--- config.mk ---
export PLATFORM = sky130hd
export DESIGN_NAME = pushbutton_debounce_bank
export DESIGN_NICKNAME = d
export VERILOG_FILES = /design/src/rtl/debounce_pkg.sv /design/src/rtl/debounce_channel.sv /design/src/rtl/pushbutton_debounce_bank.sv
export SDC_FILE = /design/constraint.sdc
export NUM_CORES = 1
export LEC_CHECK = 0
export ABC_AREA = 0
export CAP_MARGIN = 20
export CORE_MARGIN = 2
export CORE_UTILIZATION = 55
export CTS_CLUSTER_DIAMETER = 80
export CTS_CLUSTER_SIZE = 30
export DETAILED_ROUTE_END_ITERATION = 7
export PLACE_DENSITY_LB_ADDON = 0.05
export SYNTH_ARGS = -nofsm -noshare
export SYNTH_HDL_FRONTEND = slang
export SYNTH_SLANG_ARGS = --single-unit
--- constraint.sdc ---
create_clock -name clk_27 -period 3.3 [get_ports clk_27]
set_clock_uncertainty 0.15 [all_clocks]
set_input_delay 0.66 -clock clk_27 [delete_from_list [all_inputs] [get_ports clk_27]]
set_output_delay 0.66 -clock clk_27 [all_outputs]
set_load 0.005 [all_outputs]
--- src/rtl/debounce_pkg.sv ---
`default_nettype none
// ============================================================================
// Module      : debounce_pkg
// Description : Default parameter constants and a counter-width helper used by
//               the pushbutton debounce bank and its per-channel sub-module.
// Revision    : 1.0 - initial release
// ============================================================================
package debounce_pkg;

  localparam int unsigned c_DEF_NUM_CH        = 4;
  localparam int unsigned c_DEF_STABLE_CYCLES = 270000;
  localparam int unsigned c_DEF_REPEAT_DELAY  = 13500000;
  localparam int unsigned c_DEF_REPEAT_PERIOD = 2700000;

  // Bits needed to hold values 0..max_val, never less than one bit.
  function automatic int unsigned cnt_width(input int unsigned max_val);
    if (max_val < 1) begin
      return 1;
    end
    return $clog2(max_val + 1);
  endfunction

endpackage
`default_nettype wire

--- src/rtl/debounce_channel.sv ---
`default_nettype none
// ============================================================================
// Module      : debounce_channel
// Description : One pushbutton channel: 2-flop synchronizer, stable-time
//               counter, debounced level, press/release pulses and optional
//               auto-repeat (enabled by macro DEBOUNCE_AUTOREPEAT_EN).
// Revision    : 1.0 - initial release
// ============================================================================
module debounce_channel
  import debounce_pkg::*;
#(
  parameter int unsigned STABLE_CYCLES = c_DEF_STABLE_CYCLES,
  parameter int unsigned REPEAT_DELAY  = c_DEF_REPEAT_DELAY,
  parameter int unsigned REPEAT_PERIOD = c_DEF_REPEAT_PERIOD
) (
  input  logic clk_27,
  input  logic reset_n,
  input  logic pb_raw,
  output logic pb_state,
  output logic press_pulse,
  output logic release_pulse,
  output logic repeat_pulse
);

  localparam int unsigned CNT_W = cnt_width(STABLE_CYCLES);

  if (STABLE_CYCLES < 1 || REPEAT_DELAY < 1 || REPEAT_PERIOD < 1) begin : g_param_check
    $error("debounce_channel: STABLE_CYCLES, REPEAT_DELAY and REPEAT_PERIOD must be >= 1");
  end

  logic             r_s1;
  logic             r_s2;
  logic [CNT_W-1:0] r_cnt;
  logic             r_state;
  logic             r_press;
  logic             r_release;

  logic w_sampled;
  logic w_differs;
  logic w_accept;

  // Buttons are active-low on the pin; the synchronized level is inverted
  // so that 1 means pressed from here on.
  assign w_sampled = ~r_s2;
  assign w_differs = (w_sampled != r_state);
  // The counter only ever reaches STABLE_CYCLES-1 before it is cleared, so
  // it cannot wrap.
  assign w_accept  = w_differs && (r_cnt == CNT_W'(STABLE_CYCLES - 1));

  // Synchronize, time the stable interval and toggle the debounced level.
  always_ff @(posedge clk_27) begin
    if (!reset_n) begin
      r_s1      <= 1'b1;
      r_s2      <= 1'b1;
      r_cnt     <= '0;
      r_state   <= 1'b0;
      r_press   <= 1'b0;
      r_release <= 1'b0;
    end else begin
      r_s1 <= pb_raw;
      r_s2 <= r_s1;
      if (!w_differs || w_accept) begin
        r_cnt <= '0;
      end else begin
        r_cnt <= r_cnt + 1'b1;
      end
      if (w_accept) begin
        r_state <= ~r_state;
      end
      r_press   <= w_accept && !r_state;
      r_release <= w_accept && r_state;
    end
  end

  assign pb_state      = r_state;
  assign press_pulse   = r_press;
  assign release_pulse = r_release;

`ifdef DEBOUNCE_AUTOREPEAT_EN
  localparam int unsigned RPT_MAX = (REPEAT_DELAY > REPEAT_PERIOD) ? REPEAT_DELAY : REPEAT_PERIOD;
  localparam int unsigned RPT_W   = cnt_width(RPT_MAX);

  logic [RPT_W-1:0] r_rpt_cnt;
  logic             r_rpt_phase;
  logic             r_repeat;
  logic [RPT_W-1:0] w_rpt_target;

  // First interval is the initial delay, every later one the repeat period.
  assign w_rpt_target = r_rpt_phase ? RPT_W'(REPEAT_PERIOD - 1) : RPT_W'(REPEAT_DELAY - 1);

  // Count held clocks; any accepted change (press or release) restarts the
  // timer and suppresses a pulse in that clock.
  always_ff @(posedge clk_27) begin
    if (!reset_n) begin
      r_rpt_cnt   <= '0;
      r_rpt_phase <= 1'b0;
      r_repeat    <= 1'b0;
    end else if (!r_state || w_accept) begin
      r_rpt_cnt   <= '0;
      r_rpt_phase <= 1'b0;
      r_repeat    <= 1'b0;
    end else if (r_rpt_cnt == w_rpt_target) begin
      r_rpt_cnt   <= '0;
      r_rpt_phase <= 1'b1;
      r_repeat    <= 1'b1;
    end else begin
      r_rpt_cnt   <= r_rpt_cnt + 1'b1;
      r_repeat    <= 1'b0;
    end
  end

  assign repeat_pulse = r_repeat;
`else
  assign repeat_pulse = 1'b0;
`endif

endmodule
`default_nettype wire

--- src/rtl/pushbutton_debounce_bank.sv ---
`default_nettype none
// ============================================================================
// Module      : pushbutton_debounce_bank
// Description : Bank of NUM_CH independent pushbutton debouncers with
//               press/release pulses, a registered any-pressed flag and
//               optional auto-repeat (macro DEBOUNCE_AUTOREPEAT_EN).
//               A change is reflected on pb_state 2+STABLE_CYCLES clocks
//               after the clock in which the raw input changed.
// Revision    : 1.0 - initial release
// ============================================================================
module pushbutton_debounce_bank
  import debounce_pkg::*;
#(
  parameter int unsigned NUM_CH        = c_DEF_NUM_CH,
  parameter int unsigned STABLE_CYCLES = c_DEF_STABLE_CYCLES,
  parameter int unsigned REPEAT_DELAY  = c_DEF_REPEAT_DELAY,
  parameter int unsigned REPEAT_PERIOD = c_DEF_REPEAT_PERIOD
) (
  input  logic              clk_27,
  input  logic              reset_n,
  input  logic [NUM_CH-1:0] pb_raw,
  output logic [NUM_CH-1:0] pb_state,
  output logic [NUM_CH-1:0] press_pulse,
  output logic [NUM_CH-1:0] release_pulse,
  output logic [NUM_CH-1:0] repeat_pulse,
  output logic              any_pressed
);

  if (NUM_CH < 1 || NUM_CH > 32) begin : g_param_check
    $error("pushbutton_debounce_bank: NUM_CH must be in 1..32");
  end

  logic r_any;

  for (genvar gi = 0; gi < NUM_CH; gi++) begin : g_ch
    debounce_channel #(
      .STABLE_CYCLES (STABLE_CYCLES),
      .REPEAT_DELAY  (REPEAT_DELAY),
      .REPEAT_PERIOD (REPEAT_PERIOD)
    ) u_channel (
      .clk_27        (clk_27),
      .reset_n       (reset_n),
      .pb_raw        (pb_raw[gi]),
      .pb_state      (pb_state[gi]),
      .press_pulse   (press_pulse[gi]),
      .release_pulse (release_pulse[gi]),
      .repeat_pulse  (repeat_pulse[gi])
    );
  end

  // Registered OR of the debounced levels, one clock behind pb_state.
  always_ff @(posedge clk_27) begin
    if (!reset_n) begin
      r_any <= 1'b0;
    end else begin
      r_any <= |pb_state;
    end
  end

  assign any_pressed = r_any;

endmodule
`default_nettype wire
# After elaboration in Yosys (flattened, before gate mapping)
# Cells that the tools add are included.
[totals]
word_cells = 75
ff_bits = 97
[classes]
bitwise = 9
n_addsub = 4
reduce_logical = 29
n_eq_ne = 8
[ops]
columns = ["op", "n"]
rows = [
  ["$add 19x1->19 const B", 4],
  ["$eq 19x19->1 const B", 4],
  ["$logic_and 1x1->1", 12],
  ["$not 1->1", 9],
  ["$logic_not 1->1", 8],
  ["$reduce_or 2->1", 4],
  ["$logic_or 1x1->1", 4],
  ["$ne 1x1->1", 4],
  ["$reduce_or 4->1", 1],
]

# Logic depth before layout (Yosys ltp)
[logic_depth]
depth_word = 5
ltp_mapped = 7
mapped_depth_nobuf = 5

# Cells and area by module
# A second synthesis with hierarchy kept.
[unflattened]
hier_cells = 478
area_unflattened_um2 = 4300.4
[modules_own_cells]
columns = ["module", "n_inst", "area_each_um2", "cells_per_inst"]
rows = [
  ["debounce_channel", 4, 1067.3, 119],
  ["pushbutton_debounce_bank", 1, 31.3, 2],
]

# Worst setup path after synthesis
# Ideal clock, no wire load.
[synth_path]
path_kind = "register to register"
from = "register g_ch[1].u_channel.r_cnt[3]"
to = "register g_ch[1].u_channel.r_cnt[10]"
t_required_ns = 3.035
path_stages_with_launch = 6
setup_slack_ns = 1.176
t_arrival_ns = 1.859
synth_period_minus_slack_ns = 2.124
setup_time_ns = 0.115
path_buffers = 1
cell_sequence = "dfxtp_1 or4b_1 or4_4 o221ai_4 buf_8 nor2_1"
[synth_via]
elab_chain_cells = 4
word_cells_on_any_way = 5
[synth_rtl]
columns = ["element", "line", "rtl"]
rows = [
  ["from (decl)", "debounce_channel.sv:33", "logic [CNT_W-1:0] r_cnt;"],
  ["from (signal assigned)", "debounce_channel.sv:65", "r_cnt <= r_cnt + 1'b1;"],
  ["parallel branches: the longest is 4 deep, another holds $add 19x1->19", "n/a", ""],
]
# Parallel ways; which one is timed is not known.
# A chain may end at the register's enable or synchronous reset.

# Worst setup path after layout
[layout_path]
from = "register g_ch[2].u_channel.r_cnt[0]"
to = "register g_ch[2].u_channel.r_cnt[3]"
[layout_via]
elab_chain_cells = 4
word_cells_on_any_way = 5
[layout_rtl]
columns = ["element", "line"]
rows = [
  ["from (decl)", "debounce_channel.sv:33"],
  ["from (signal assigned)", "debounce_channel.sv:65"],
  ["parallel branches: the longest is 4 deep, another holds $add 19x1->19", "n/a"],
]
# Parallel ways; which one is timed is not known.

==> results.cfg <==
[logic_synthesis]
synth_area_per_cell_um2 = 8.80
synth.cell_area_um2 = 4290
ys_async_sr_fraction_pct = 0
synth_cells = 488
synth.distinct_cells = 41
ys_seq_elements = 97
yosysSeqAreaShare_pct = 45.2
yosys_most_used_dff = sky130_fd_sc_hd__dfxtp_1
post_synth_edffs = 0
synth-warning-count = 0

[routing]
wl_met1_mm = 3.80
met2_wirelength_mm = 3.20
met3WireLength_um = 228
maxUsedRoutingLayer = met4
drt-vias-per-instance = 5.38
postRouteAntennaNets = 0
drt_drc_violations_left = 0
detail_route.wl_per_cell_um = 12.2
detailedRoute.firstPassIterationCount = 6
via_count = 3232
initialDrtViolationCount = 83
wl_mm = 7.36

[power_and_ir_drop]
power.density_nw_per_um2 = 424
report.power.total_mw = 1.97
vdd_drop_max_mv = 0.197
leakagePower_nw = 1.33

[finish]
syn2layout_area_growth_pct = 8.19
finalInstanceArea_um2 = 4640
layout-drive-gt1-share_pct = 4.81
n_antenna_cell = 0
stdcell_count = 601
mostFrequentLayoutCell = sky130_fd_sc_hd__dfxtp_1
filler_cell_count = 706
finalNetCount = 504
post-route-util_pct = 60.7
mostFrequentLayoutCells = sky130_fd_sc_hd__dfxtp_1, sky130_fd_sc_hd__nor2_1, sky130_fd_sc_hd__xnor2_1

[clocking]
cts_max_level = 3
post_cts_buffers = 0
clk-insertion-delay-late_ns = 0.36
cts_tree = built
cts_root_buffer = sky130_fd_sc_hd__clkbuf_8
cts_made_buffers = 9
numClockSinks = 97
cts_repair_resize_count = 0
cts.path.max_buffers = 2
clkSlewWorstSetupHoldPaths_ns = 0.09
cts-hold-fix-buffers = 0

[sta]
report.final.hold_viol_count = 0
worst_slew_margin_rel_pct = 55.9
setup-violations-final = 0
worst-slew-pin-transition_ns = 0.662
worst_slack_ns = 0.789
grt_setup_unrepaired = false
timing.fmax_mhz = 398
maxSlewViolCount = 0
finalCriticalPeriod_ns = 2.51
final.period_utilization_pct = 76.1
fin_worst_hold_slack_ns = 0.262
fin_tns_setup_ns = 0

[place]
detailed_place.area_um2 = 4440
numPortBuffers = 18
gp_congestion = 0.868
placement.setup.worst_slack_ns = 0.777
total_half_perimeter_wirelength_after_legalization_and_detailed_placement_mm = 5.11
placedCellCount = 584

[floorplan]
chipWidth_um = 92.3
rows = 32
io_pins = 23
start_util_pct = 56.1
die_ar_um2 = 8530
core-area_um2 = 7650
die_height_um = 92.3

[critical_path]
r2r_start = g_ch[2].u_channel.r_cnt[0]
timing.rr.end = g_ch[2].u_channel.r_cnt[3]
worst-r2r-cell-count = 5
worst_setup_end_kind = flip-flop
worstSetupStartpointType = flip-flop
cp.required_ns = 3.37
arrival_ns = 2.58
setup_cp_type = flip-flop to flip-flop
rrSetupSlack_ns = 0.79
critical_path.max_fanout = 16

[flow_run]
max_cap_viol_count = 0

[worst_hold_path]
worst_hold_startpoint = g_ch[2].u_channel.r_s1
cell_depth_of_the_worst_min_delay_path = 1
endpoint_of_the_worst_hold_timing_path = g_ch[2].u_channel.r_s2
holdCritPathClass = flip-flop to flip-flop

[grt]
largest_net_degree_at_the_start_of_global_routing = 20
wire_length_of_the_first_global_routing_pass_mm = 13.2
antenna_found_initial = 0
grt_util_all_layers_pct = 18.9
grt-ovfl-total = 0
via_count_of_the_first_global_routing_pass = 2942

[run_status]
run_status = completed
[kinds of logic after synthesis]
family	Yosys count	share of synthesized area, %
AND/OR/NAND/NOR	251	30.2
flip-flops	97	45.2
XOR/XNOR	60	12.2
buffers and inverters	45	5.68
AO/OA/AOI/OAI	24	3.96
multiplexers	6	1.40
adder cells (fa/ha/maj)	4	1.17
other	1	0.0874
[cell usage after synthesis, types with 6 or more instances]
library cell	instances	area share (%)
sky130_fd_sc_hd__clkbuf_1	11	0.96
sky130_fd_sc_hd__nor3_1	19	2.2
sky130_fd_sc_hd__nand3_1	20	2.3
sky130_fd_sc_hd__buf_4	17	3.0
sky130_fd_sc_hd__nand4_1	30	4.4
sky130_fd_sc_hd__nor4_1	20	2.9
sky130_fd_sc_hd__xnor2_1	49	10
sky130_fd_sc_hd__xor2_1	11	2.2
sky130_fd_sc_hd__inv_1	16	1.4
sky130_fd_sc_hd__nand2_1	25	2.2
sky130_fd_sc_hd__nand2b_1	11	1.6
sky130_fd_sc_hd__mux2i_1	6	1.4
sky130_fd_sc_hd__nor2_1	86	7.5
sky130_fd_sc_hd__dfxtp_1	97	45
sky130_fd_sc_hd__and3_1	7	1.0
sky130_fd_sc_hd__o21ai_0	7	0.82
sky130_fd_sc_hd__a21oi_1	7	0.82
[critical path, cell delays in order, from the launching register on]
cell and delay, ns:
sky130_fd_sc_hd__dfxtp_1 0.38, sky130_fd_sc_hd__ha_1 0.20, sky130_fd_sc_hd__nand3_1 0.30, sky130_fd_sc_hd__or4b_1 0.68
sky130_fd_sc_hd__o21ai_2 0.56, sky130_fd_sc_hd__nor2_1 0.11
[routing by layer]
metal / global-route usage (%) / up-vias
li1: - / 1693
met4: 9.83 / 0
met2: 28.9 / 50
met3: 3.34 / 10
met5: 0 / -
met1: 25.7 / 1479
[worst max-delay path by stage]
stage	startpoint	to	slack, ns	cells past startpoint
finish	g_ch[2].u_channel.r_cnt[0]	g_ch[2].u_channel.r_cnt[3]	0.79	5
detailed placement	g_ch[2].u_channel.r_cnt[0]	g_ch[2].u_channel.r_cnt[3]	0.78	5
floorplan	g_ch[1].u_channel.r_cnt[3]	g_ch[1].u_channel.r_cnt[10]	1.18	5
global route	g_ch[2].u_channel.r_cnt[0]	g_ch[2].u_channel.r_cnt[13]	0.53	5
CTS	g_ch[2].u_channel.r_cnt[0]	g_ch[2].u_channel.r_cnt[3]	0.77	5
global placement	g_ch[2].u_channel.r_cnt[0]	g_ch[2].u_channel.r_cnt[5]	0.85	5
[final cells by class]
cell class	instances	area (um^2)	share of cell area [%]
multi-input cells	349	2120	45.6
well taps	102	128	2.75
clock inverters	6	66.3	1.43
repair buffers	21	203	4.36
inverters	16	60.1	1.29
clock buffers	10	128	2.75
flip-flops and latches	97	1940	41.8
[registers in the layout, indices dropped and copies added (netlist names)]
signal and cells:
g_ch.u_channel.r_s2 4, g_ch.u_channel.r_cnt 76, any_pressed 1, g_ch.u_channel.pb_state 4
g_ch.u_channel.release_pulse 4, g_ch.u_channel.r_s1 4, g_ch.u_channel.press_pulse 4
[where the power goes]
| group | leakage [nW] | internal, mW | switching [mW] |
|---|---|---|---|
| clock | 0.101 | 0.355 | 0.404 |
| combinational | 0.449 | 0.0140 | 0.0168 |
| sequential | 0.783 | 1.18 | 0.00308 |
(Power assumes the default switching activity.)
